--- src/rtl/sp_mem_bist.sv ---
// March-test BIST engine for a single-port memory with byte strobes and one-cycle read latency.
// Runs w(P); up r(P)w(~P); down r(~P)w(P); up r(P) and records the first mismatch.
module sp_mem_bist #(
  parameter int WIDTH = 32,
  parameter int DEPTH = 256,
  localparam int AW = $clog2(DEPTH),
  localparam int SW = WIDTH / 8
) (
  input  logic             clk,
  input  logic             rst_n,
  input  logic             start,
  input  logic [WIDTH-1:0] pattern,
  output logic             busy,
  output logic             done,
  output logic             fail,
  output logic [AW-1:0]    fail_addr,
  output logic [WIDTH-1:0] fail_exp,
  output logic [WIDTH-1:0] fail_data,
  output logic             mem_cs,
  output logic             mem_we,
  output logic [AW-1:0]    mem_addr,
  output logic [WIDTH-1:0] mem_wdata,
  output logic [SW-1:0]    mem_wstrb,
  input  logic [WIDTH-1:0] mem_rdata
);

  typedef enum logic [3:0] {
    IDLE, M0_W, M1_R, M1_W, M2_R, M2_W, M3_R, CHECK, DONE
  } state_t;

  typedef struct packed {
    logic             cs;
    logic             we;
    logic [AW-1:0]    addr;
    logic [WIDTH-1:0] wdata;
    logic [SW-1:0]    wstrb;
  } acc_t;

  function automatic acc_t wr_acc(input logic [AW-1:0] a, input logic [WIDTH-1:0] d);
    acc_t r;
    r       = '0;
    r.cs    = 1'b1;
    r.we    = 1'b1;
    r.addr  = a;
    r.wdata = d;
    r.wstrb = '1;
    return r;
  endfunction

  function automatic acc_t rd_acc(input logic [AW-1:0] a);
    acc_t r;
    r      = '0;
    r.cs   = 1'b1;
    r.addr = a;
    return r;
  endfunction

  state_t           state, state_d;
  acc_t             acc_q, acc_d;
  logic [WIDTH-1:0] pat, pat_d;
  logic             cmp_valid, cmp_valid_d;
  logic [AW-1:0]    cmp_addr, cmp_addr_d;
  logic [WIDTH-1:0] cmp_exp, cmp_exp_d;
  logic             busy_d, done_d, fail_d;
  logic [AW-1:0]    fail_addr_d;
  logic [WIDTH-1:0] fail_exp_d, fail_data_d;
  logic             last_up, last_dn, mismatch;

  assign mem_cs    = acc_q.cs;
  assign mem_we    = acc_q.we;
  assign mem_addr  = acc_q.addr;
  assign mem_wdata = acc_q.wdata;
  assign mem_wstrb = acc_q.wstrb;

  assign last_up  = (acc_q.addr == AW'(DEPTH - 1));
  assign last_dn  = (acc_q.addr == '0);
  // Read data for the access sampled on the previous edge is on mem_rdata now.
  assign mismatch = cmp_valid && (mem_rdata != cmp_exp);

  always_comb begin
    // NOTE: every signal gets a default before the case so no path can infer a latch.
    state_d     = state;
    acc_d       = '0;
    pat_d       = pat;
    cmp_valid_d = 1'b0;
    cmp_addr_d  = cmp_addr;
    cmp_exp_d   = cmp_exp;
    busy_d      = busy;
    done_d      = done;
    fail_d      = fail;
    fail_addr_d = fail_addr;
    fail_exp_d  = fail_exp;
    fail_data_d = fail_data;

    if (state == M1_R || state == M2_R || state == M3_R) begin
      cmp_valid_d = 1'b1;
      cmp_addr_d  = acc_q.addr;
      cmp_exp_d   = (state == M2_R) ? ~pat : pat;
    end

    case (state)
      IDLE, DONE: begin
        if (start) begin
          state_d     = M0_W;
          pat_d       = pattern;
          busy_d      = 1'b1;
          done_d      = 1'b0;
          fail_d      = 1'b0;
          fail_addr_d = '0;
          fail_exp_d  = '0;
          fail_data_d = '0;
          acc_d       = wr_acc('0, pattern);
        end
      end
      M0_W: begin
        if (last_up) begin
          state_d = M1_R;
          acc_d   = rd_acc('0);
        end else begin
          acc_d   = wr_acc(acc_q.addr + 1'b1, pat);
        end
      end
      M1_R: begin
        state_d = M1_W;
        acc_d   = wr_acc(acc_q.addr, ~pat);
      end
      M1_W: begin
        state_d = M2_R;
        acc_d   = rd_acc(last_up ? AW'(DEPTH - 1) : acc_q.addr + 1'b1);
        if (!last_up) state_d = M1_R;
      end
      M2_R: begin
        state_d = M2_W;
        acc_d   = wr_acc(acc_q.addr, pat);
      end
      M2_W: begin
        state_d = last_dn ? M3_R : M2_R;
        acc_d   = rd_acc(last_dn ? '0 : acc_q.addr - 1'b1);
      end
      M3_R: begin
        if (last_up) state_d = CHECK;
        else         acc_d   = rd_acc(acc_q.addr + 1'b1);
      end
      CHECK: begin
        state_d = DONE;
        busy_d  = 1'b0;
        done_d  = 1'b1;
      end
      default: state_d = IDLE;
    endcase

    // A mismatch aborts the sweep: the access already on the bus completes, nothing follows.
    if (mismatch) begin
      state_d     = DONE;
      acc_d       = '0;
      cmp_valid_d = 1'b0;
      busy_d      = 1'b0;
      done_d      = 1'b1;
      fail_d      = 1'b1;
      fail_addr_d = cmp_addr;
      fail_exp_d  = cmp_exp;
      fail_data_d = mem_rdata;
    end
  end

  always_ff @(posedge clk or negedge rst_n) begin
    if (!rst_n) begin
      state     <= IDLE;
      acc_q     <= '0;
      pat       <= '0;
      cmp_valid <= 1'b0;
      cmp_addr  <= '0;
      cmp_exp   <= '0;
      busy      <= 1'b0;
      done      <= 1'b0;
      fail      <= 1'b0;
      fail_addr <= '0;
      fail_exp  <= '0;
      fail_data <= '0;
    end else begin
      // NOTE: non-blocking so every register samples the pre-edge values of the others.
      state     <= state_d;
      acc_q     <= acc_d;
      pat       <= pat_d;
      cmp_valid <= cmp_valid_d;
      cmp_addr  <= cmp_addr_d;
      cmp_exp   <= cmp_exp_d;
      busy      <= busy_d;
      done      <= done_d;
      fail      <= fail_d;
      fail_addr <= fail_addr_d;
      fail_exp  <= fail_exp_d;
      fail_data <= fail_data_d;
    end
  end

endmodule

--- config.mk ---
export PLATFORM = sky130hd
export DESIGN_NAME = sp_mem_bist
export DESIGN_NICKNAME = d
export VERILOG_FILES = /design/src/rtl/sp_mem_bist.sv
export SDC_FILE = /design/constraint.sdc
export NUM_CORES = 1
export LEC_CHECK = 0
export ABC_AREA = 1
export BUFFER_PORTS_ARGS = -buffer_cell sky130_fd_sc_hd__buf_4
export CELL_PAD_IN_SITES_DETAIL_PLACEMENT = 0
export CELL_PAD_IN_SITES_GLOBAL_PLACEMENT = 1
export CORE_MARGIN = 2
export CORE_UTILIZATION = 41
export CTS_CLUSTER_SIZE = 20
export DETAILED_ROUTE_END_ITERATION = 7
export PLACE_DENSITY_LB_ADDON = 0.1
export RECOVER_POWER = 50
export SYNTH_ARGS = -nofsm -noshare
export SYNTH_HDL_FRONTEND = slang
export SYNTH_SLANG_ARGS = --single-unit
export TNS_END_PERCENT = 30
--- constraint.sdc ---
create_clock -name clk -period 3 [get_ports clk]
set_input_delay 0.6 -clock clk [delete_from_list [all_inputs] [get_ports clk]]
set_output_delay 0.6 -clock clk [all_outputs]
set_load 0.01 [all_outputs]
# == Word-level counts from Yosys, hierarchy flattened ==
# Index checks and enable logic that the tools add are counted.
# classes
add_sub_neg,2
eq_ne,15
mux,32
bitwise,1
n_reduce_logical,14
# op_table
op,count
$pmux W46 S7,1
$mux W32,5
$mux W46,3
$mux W45,1
$mux W8,5
$ne A32 B32 Y1,1
$not A32 Y32,1
$pmux W4 S8,1
$eq A4 B3 Y1 const B,4
$mux W4,4
$ne A3 B3 Y1 const B,3
$add A8 B1 Y8 const B,1
$eq A4 B2 Y1 const B,2
$eq A8 B8 Y1 const B,1
$logic_not A8 Y1,1
$mux W1,8
$reduce_and A2 Y1,4
$sub A8 B1 Y8 const B,1
$eq A4 B1 Y1 const B,1
$eq A4 B4 Y1 const B,1
$logic_not A4 Y1,1
$ne A2 B2 Y1 const B,2
$pmux W1 S2,2
$reduce_bool A2 Y1,2
other kinds (7),8
# totals
ff_bits,198
in_bits,67
out_inout_bits,121

# == Longest topological paths before layout ==
# logic_depth
ltp_word,5
mapped_depth,14
ltp_nobuf,12

# == Worst setup path before layout ==
# OpenSTA, ideal clock, no wires.
# synth_timing
path_kind,register to register
from,register state[1]
to,register cmp_exp[10]
setup_time_ps,127
arrival_ps,2123
required_ps,2873
setup_slack_ps,749
path_stages_with_launch,9
path_buffers,1
synth_period_minus_slack_ps,2251
cell_sequence,dfrtp_1 -> inv_2 -> nand2_2 -> nor2_2 -> inv_2 -> nand2_4 -> nor2_4 -> buf_6 -> mux2_1
# synth_between
elab_chain_len,3
# synth_lines
element,line_no,rtl
start: declaration,58,"state_t state, state_d;"
start signal: assignment,182,state <= state_d;
$eq A4 B2 Y1 / $eq A4 B3 Y1 (equally long branches),"95, 98",
$logic_or A1 B1 Y1 (2 in series),95,if (state == M1_R || state == M2_R || state == M3_R) begin
end signal: assignment,187,cmp_exp <= cmp_exp_d;
end: declaration,63,"logic [WIDTH-1:0] cmp_exp, cmp_exp_d;"
# Several ways; a longest one is shown, not always the timed one.
# A chain may end at the register's enable or synchronous reset.

==> impl_table.tex <==
\begin{tabular}{lr}
\hline
Metric & Value \\
\hline
\multicolumn{2}{l}{\textbf{Layout}} \\
Inserted Diodes & 0 \\
Area added between synthesis and finish & 20.5\% \\
Most frequent cells in the layout & 309 x sky130\_fd\_sc\_hd\_\_nand2\_1, 194 x sky130\_fd\_sc\_hd\_\_dfrtp\_1, 144 x sky130\_fd\_sc\_hd\_\_nor2\_1, 134 x sky130\_fd\_sc\_hd\_\_buf\_4, 99 x sky130\_fd\_sc\_hd\_\_nand3\_1 \\
Post-layout nets & 1359 \\
Ratio of cells with drive above 1 in the final layout & 17.6\% \\
Most common cell after layout, fill and taps aside & sky130\_fd\_sc\_hd\_\_nand2\_1 \\
\multicolumn{2}{l}{\textbf{Logic synthesis}} \\
Share of synthesized area spent on multiplexers & 2.73\% \\
Post-synthesis share of cell area spent on full adders, half adders and majority gates & 4.62\% \\
Fraction of synthesized cell area taken by the top area cell type & 51.2\% \\
Cells after Synth & 1094 \\
Number of register bits inferred by synthesis & 194 \\
Area of the mapped netlist & 0.00948 mm² \\
Synthesized Nets & 1196 \\
Simple-gate portion of the synthesized area & 26.3\% \\
Dominant combinational cell family by area after synthesis & simple AND/OR/NAND/NOR gates \\
Seq/Total Area, Yosys & 51.2\% \\
Leading area contributor after synthesis & sky130\_fd\_sc\_hd\_\_dfrtp\_1 \\
Post-Synth XOR/XNOR Area & 2.68\% \\
Post-synthesis compound-gate area fraction & 5.32\% \\
Synthesized area per cell & 8.66 µm² \\
Number of unique standard cell types used by synthesis & 34 \\
Number of warnings printed during yosys synthesis & 0 \\
Most area-consuming cells after synthesis & sky130\_fd\_sc\_hd\_\_dfrtp\_1 51\%, sky130\_fd\_sc\_hd\_\_nand2\_1 12\%, sky130\_fd\_sc\_hd\_\_nor2\_1 5.7\% \\
\multicolumn{2}{l}{\textbf{Worst setup path}} \\
Critical path's most frequent cell & sky130\_fd\_sc\_hd\_\_clkbuf\_2 \\
Data arrival time of the critical path & 2630 ps \\
Number of buffers and inverters on the critical path & 2 \\
Register-to-Register Path Depth & 10 \\
Largest stage delay on the critical path & 1240 ps \\
Worst Setup End Kind & asynchronous set/reset pin \\
Worst-path cell chain & clkbuf\_2 -> clkbuf\_2 \\
Cell with the largest stage delay on the worst path & sky130\_fd\_sc\_hd\_\_clkbuf\_2 \\
Crit path depth & 2 \\
Critical path peak fanout & 65 \\
Kind of launch point of the worst setup path & primary input \\
Worst path required time & 3500 ps \\
CP Class & primary input to asynchronous set/reset pin \\
Cell class contributing the biggest share of worst-path delay & buffers and inverters \\
\multicolumn{2}{l}{\textbf{Detailed routing}} \\
Number of vias per cell & 4.94 \\
Number of remaining DRC errors & 0 \\
Number of antenna-violating nets in the routed design & 0 \\
Drt pass-1 iters & 7 \\
Aggregate routed wire length & 25.8 mm \\
Iteration-0 DRC Markers & 313 \\
Wire length per cell after detailed routing & 16.6 µm \\
Via count & 7683 \\
\multicolumn{2}{l}{\textbf{Power and ir drop}} \\
Portion of total power attributed to combinational logic & 40.2\% \\
Part of the power in registers & 39.2\% \\
Leakage dissipation & 6.00 nW \\
Internal power & 6.49 mW \\
Power per Cell Area & 964 mW/mm² \\
IR Drop Worst-Case VDD & 445 µV \\
Switching part of the total & 41.1\% \\
Final Power & 11.0 mW \\
Net load switching power & 4.52 mW \\
Clk pwr share & 20.5\% \\
\multicolumn{2}{l}{\textbf{Floorplanning}} \\
Floorplan Core Area & 0.0226 mm² \\
Io pins & 188 \\
Number of placement rows & 55 \\
Initial core utilization & 41.9\% \\
X dimension of the die & 156 µm \\
Area enclosed by the die boundary & 0.0243 mm² \\
Die Span Y & 156 µm \\
\multicolumn{2}{l}{\textbf{STA}} \\
Fin. Hold Viols & 0 \\
Endpoints failing setup & 0 \\
Accumulated negative setup slack & 0 ps \\
Final max-slew violation count & 64 \\
Min Tclk post-route & 2140 ps \\
Post-route clock period utilization & 71.2\% \\
Unrepaired setup endpoints after global routing & false \\
Slew at the pin with the worst max-slew slack & 1760 ps \\
Clock skew after layout & 14.3 ps \\
Max transition margin & -17.6\% \\
Maximum clock frequency & 468 MHz \\
\multicolumn{2}{l}{\textbf{Clocking}} \\
Number of hold buffers added after cts & 0 \\
Post-CTS Setup Inserts & 0 \\
Root buffer selected by CTS & sky130\_fd\_sc\_hd\_\_clkbuf\_16 \\
CTS HTree Levels & 4 \\
Maximum number of buffers from clock root to sink & 2 \\
Num CTS Buffers & 17 \\
Clk Latency, worst-skew pair & 440 ps \\
Clk pin slew, worst setup/hold paths & 80 ps \\
CTS tree & yes \\
Post-cts sizing count & 0 \\
Clock tree sinks & 194 \\
\multicolumn{2}{l}{\textbf{Status}} \\
Result of the run & complete, but fails checks \\
Failing checks & capacitance limit, slew limit \\
\multicolumn{2}{l}{\textbf{Global routing}} \\
Aggregate global-route resource usage & 22.0\% \\
Pin count of the biggest net entering global routing & 87 \\
Antenna violations before repair & 0 \\
Vias in the first global route & 7714 \\
Global-route wire length before repair & 41.6 mm \\
Overflow left after global routing & 0 \\
\multicolumn{2}{l}{\textbf{Min path}} \\
Worst hold path class & primary input to flip-flop \\
Hold Path Cell Cnt & 3 \\
\multicolumn{2}{l}{\textbf{Placed design}} \\
Final GP Congestion & 0.829 \\
Port Buffers & 187 \\
Placed wire-length estimate & 18.0 mm \\
\multicolumn{2}{l}{\textbf{Run}} \\
Number of max-capacitance violations reported & 1 \\
\hline
\end{tabular}
==> cell families (layout without fill, tap and decap cells) <==
logic type	count (synthesis)	count (layout)
adder cells (fa/ha/maj)	35	35
buffers and inverters	141	317
AND/OR/NAND/NOR	595	595
flip-flops	194	194
XOR/XNOR	29	29
AO/OA/AOI/OAI	77	77
multiplexers	23	23
==> metrics by stage <==
step / area (µm²) / hold WS, ps / utilization, % / std cells / worst slack, ps
after floorplan: 9480 / 304 / - / 1094 / 749
after global placement: 11100 / 459 / 49.0 / 1523 / 569
after detailed placement: 11100 / 465 / 49.0 / 1523 / 545
after CTS: 11700 / 164 / 51.5 / 1555 / 833
after global routing: 11400 / 371 / 50.4 / 1555 / 428
final: 11400 / 374 / 50.4 / 1555 / 864
==> layer usage <==
metal | up-vias | global-route usage [%] | part of all wire, %
met4 | 0 | 5.85 | 1.5
met5 | - | 0 | 0
met3 | 28 | 3.78 | 3.8
li1 | 3846 | - | -
met2 | 164 | 37.9 | 50
met1 | 3645 | 28.8 | 44
==> final timing paths <==
kind	from	slack [ps]	end
worst max-delay path	rst_n	860	pat[27]$_DFFE_PN0P_
worst min-delay path	mem_rdata[3]	370	fail_data[3]$_DFFE_PN0P_
worst max register to register	cmp_exp[7]$_DFFE_PN0N_	870	fail_exp[14]$_DFFE_PN0P_
worst min register to register	cmp_addr[2]$_DFFE_PN0N_	470	fail_addr[2]$_DFFE_PN0P_
max in group clk	cmp_exp[7]$_DFFE_PN0N_	870	fail_exp[14]$_DFFE_PN0P_
min in group asynchronous	rst_n	620	mem_wdata[10]$_DFF_PN0_
==> power by group through the flow <==
stage	logic [mW]	registers [mW]	clock network, mW
final	4.43	4.32	2.26
after global routing	4.99	4.45	2.43
after CTS	4.73	4.35	2.32
after detailed placement	4.71	4.39	0
after global placement	4.65	4.39	0
after floorplan	2.75	4.43	0
==> flip-flops by register name, summed over array words and instances (netlist names) <==
name,flops
cmp_addr,8
mem_wdata,32
fail,1
state,4
mem_wstrb,1
cmp_exp,32
fail_data,32
done,1
mem_addr,8
busy,1
pat,32
mem_cs,1
cmp_valid,1
fail_exp,32
fail_addr,8
==> synthesized netlist by cell type (all sizes together) <==
| cell | count |
|---|---|
| a211oi | 12 |
| a21oi | 15 |
| a221oi | 1 |
| buf | 41 |
| clkbuf | 17 |
| dfrtp | 194 |
| ha | 35 |
| inv | 83 |
| mux2 | 23 |
| nand2 | 315 |
| nand3 | 101 |
| nand3b | 1 |
| nand4 | 4 |
| nor2 | 148 |
| nor3 | 5 |
| nor4 | 20 |
| o21ai | 29 |
| o22ai | 20 |
| or2 | 1 |
| xnor2 | 23 |
| xor2 | 6 |
==> cell type report <==
class	count	area (µm²)
multi-input combinational	759	3960
tap	285	357
sequential	194	4850
timing repair buffer	202	1360
clock inverter	14	143
clock buffer	18	429
inverter	83	312
fill	2253	11200
Note: power is estimated with default switching activity, not from simulation.
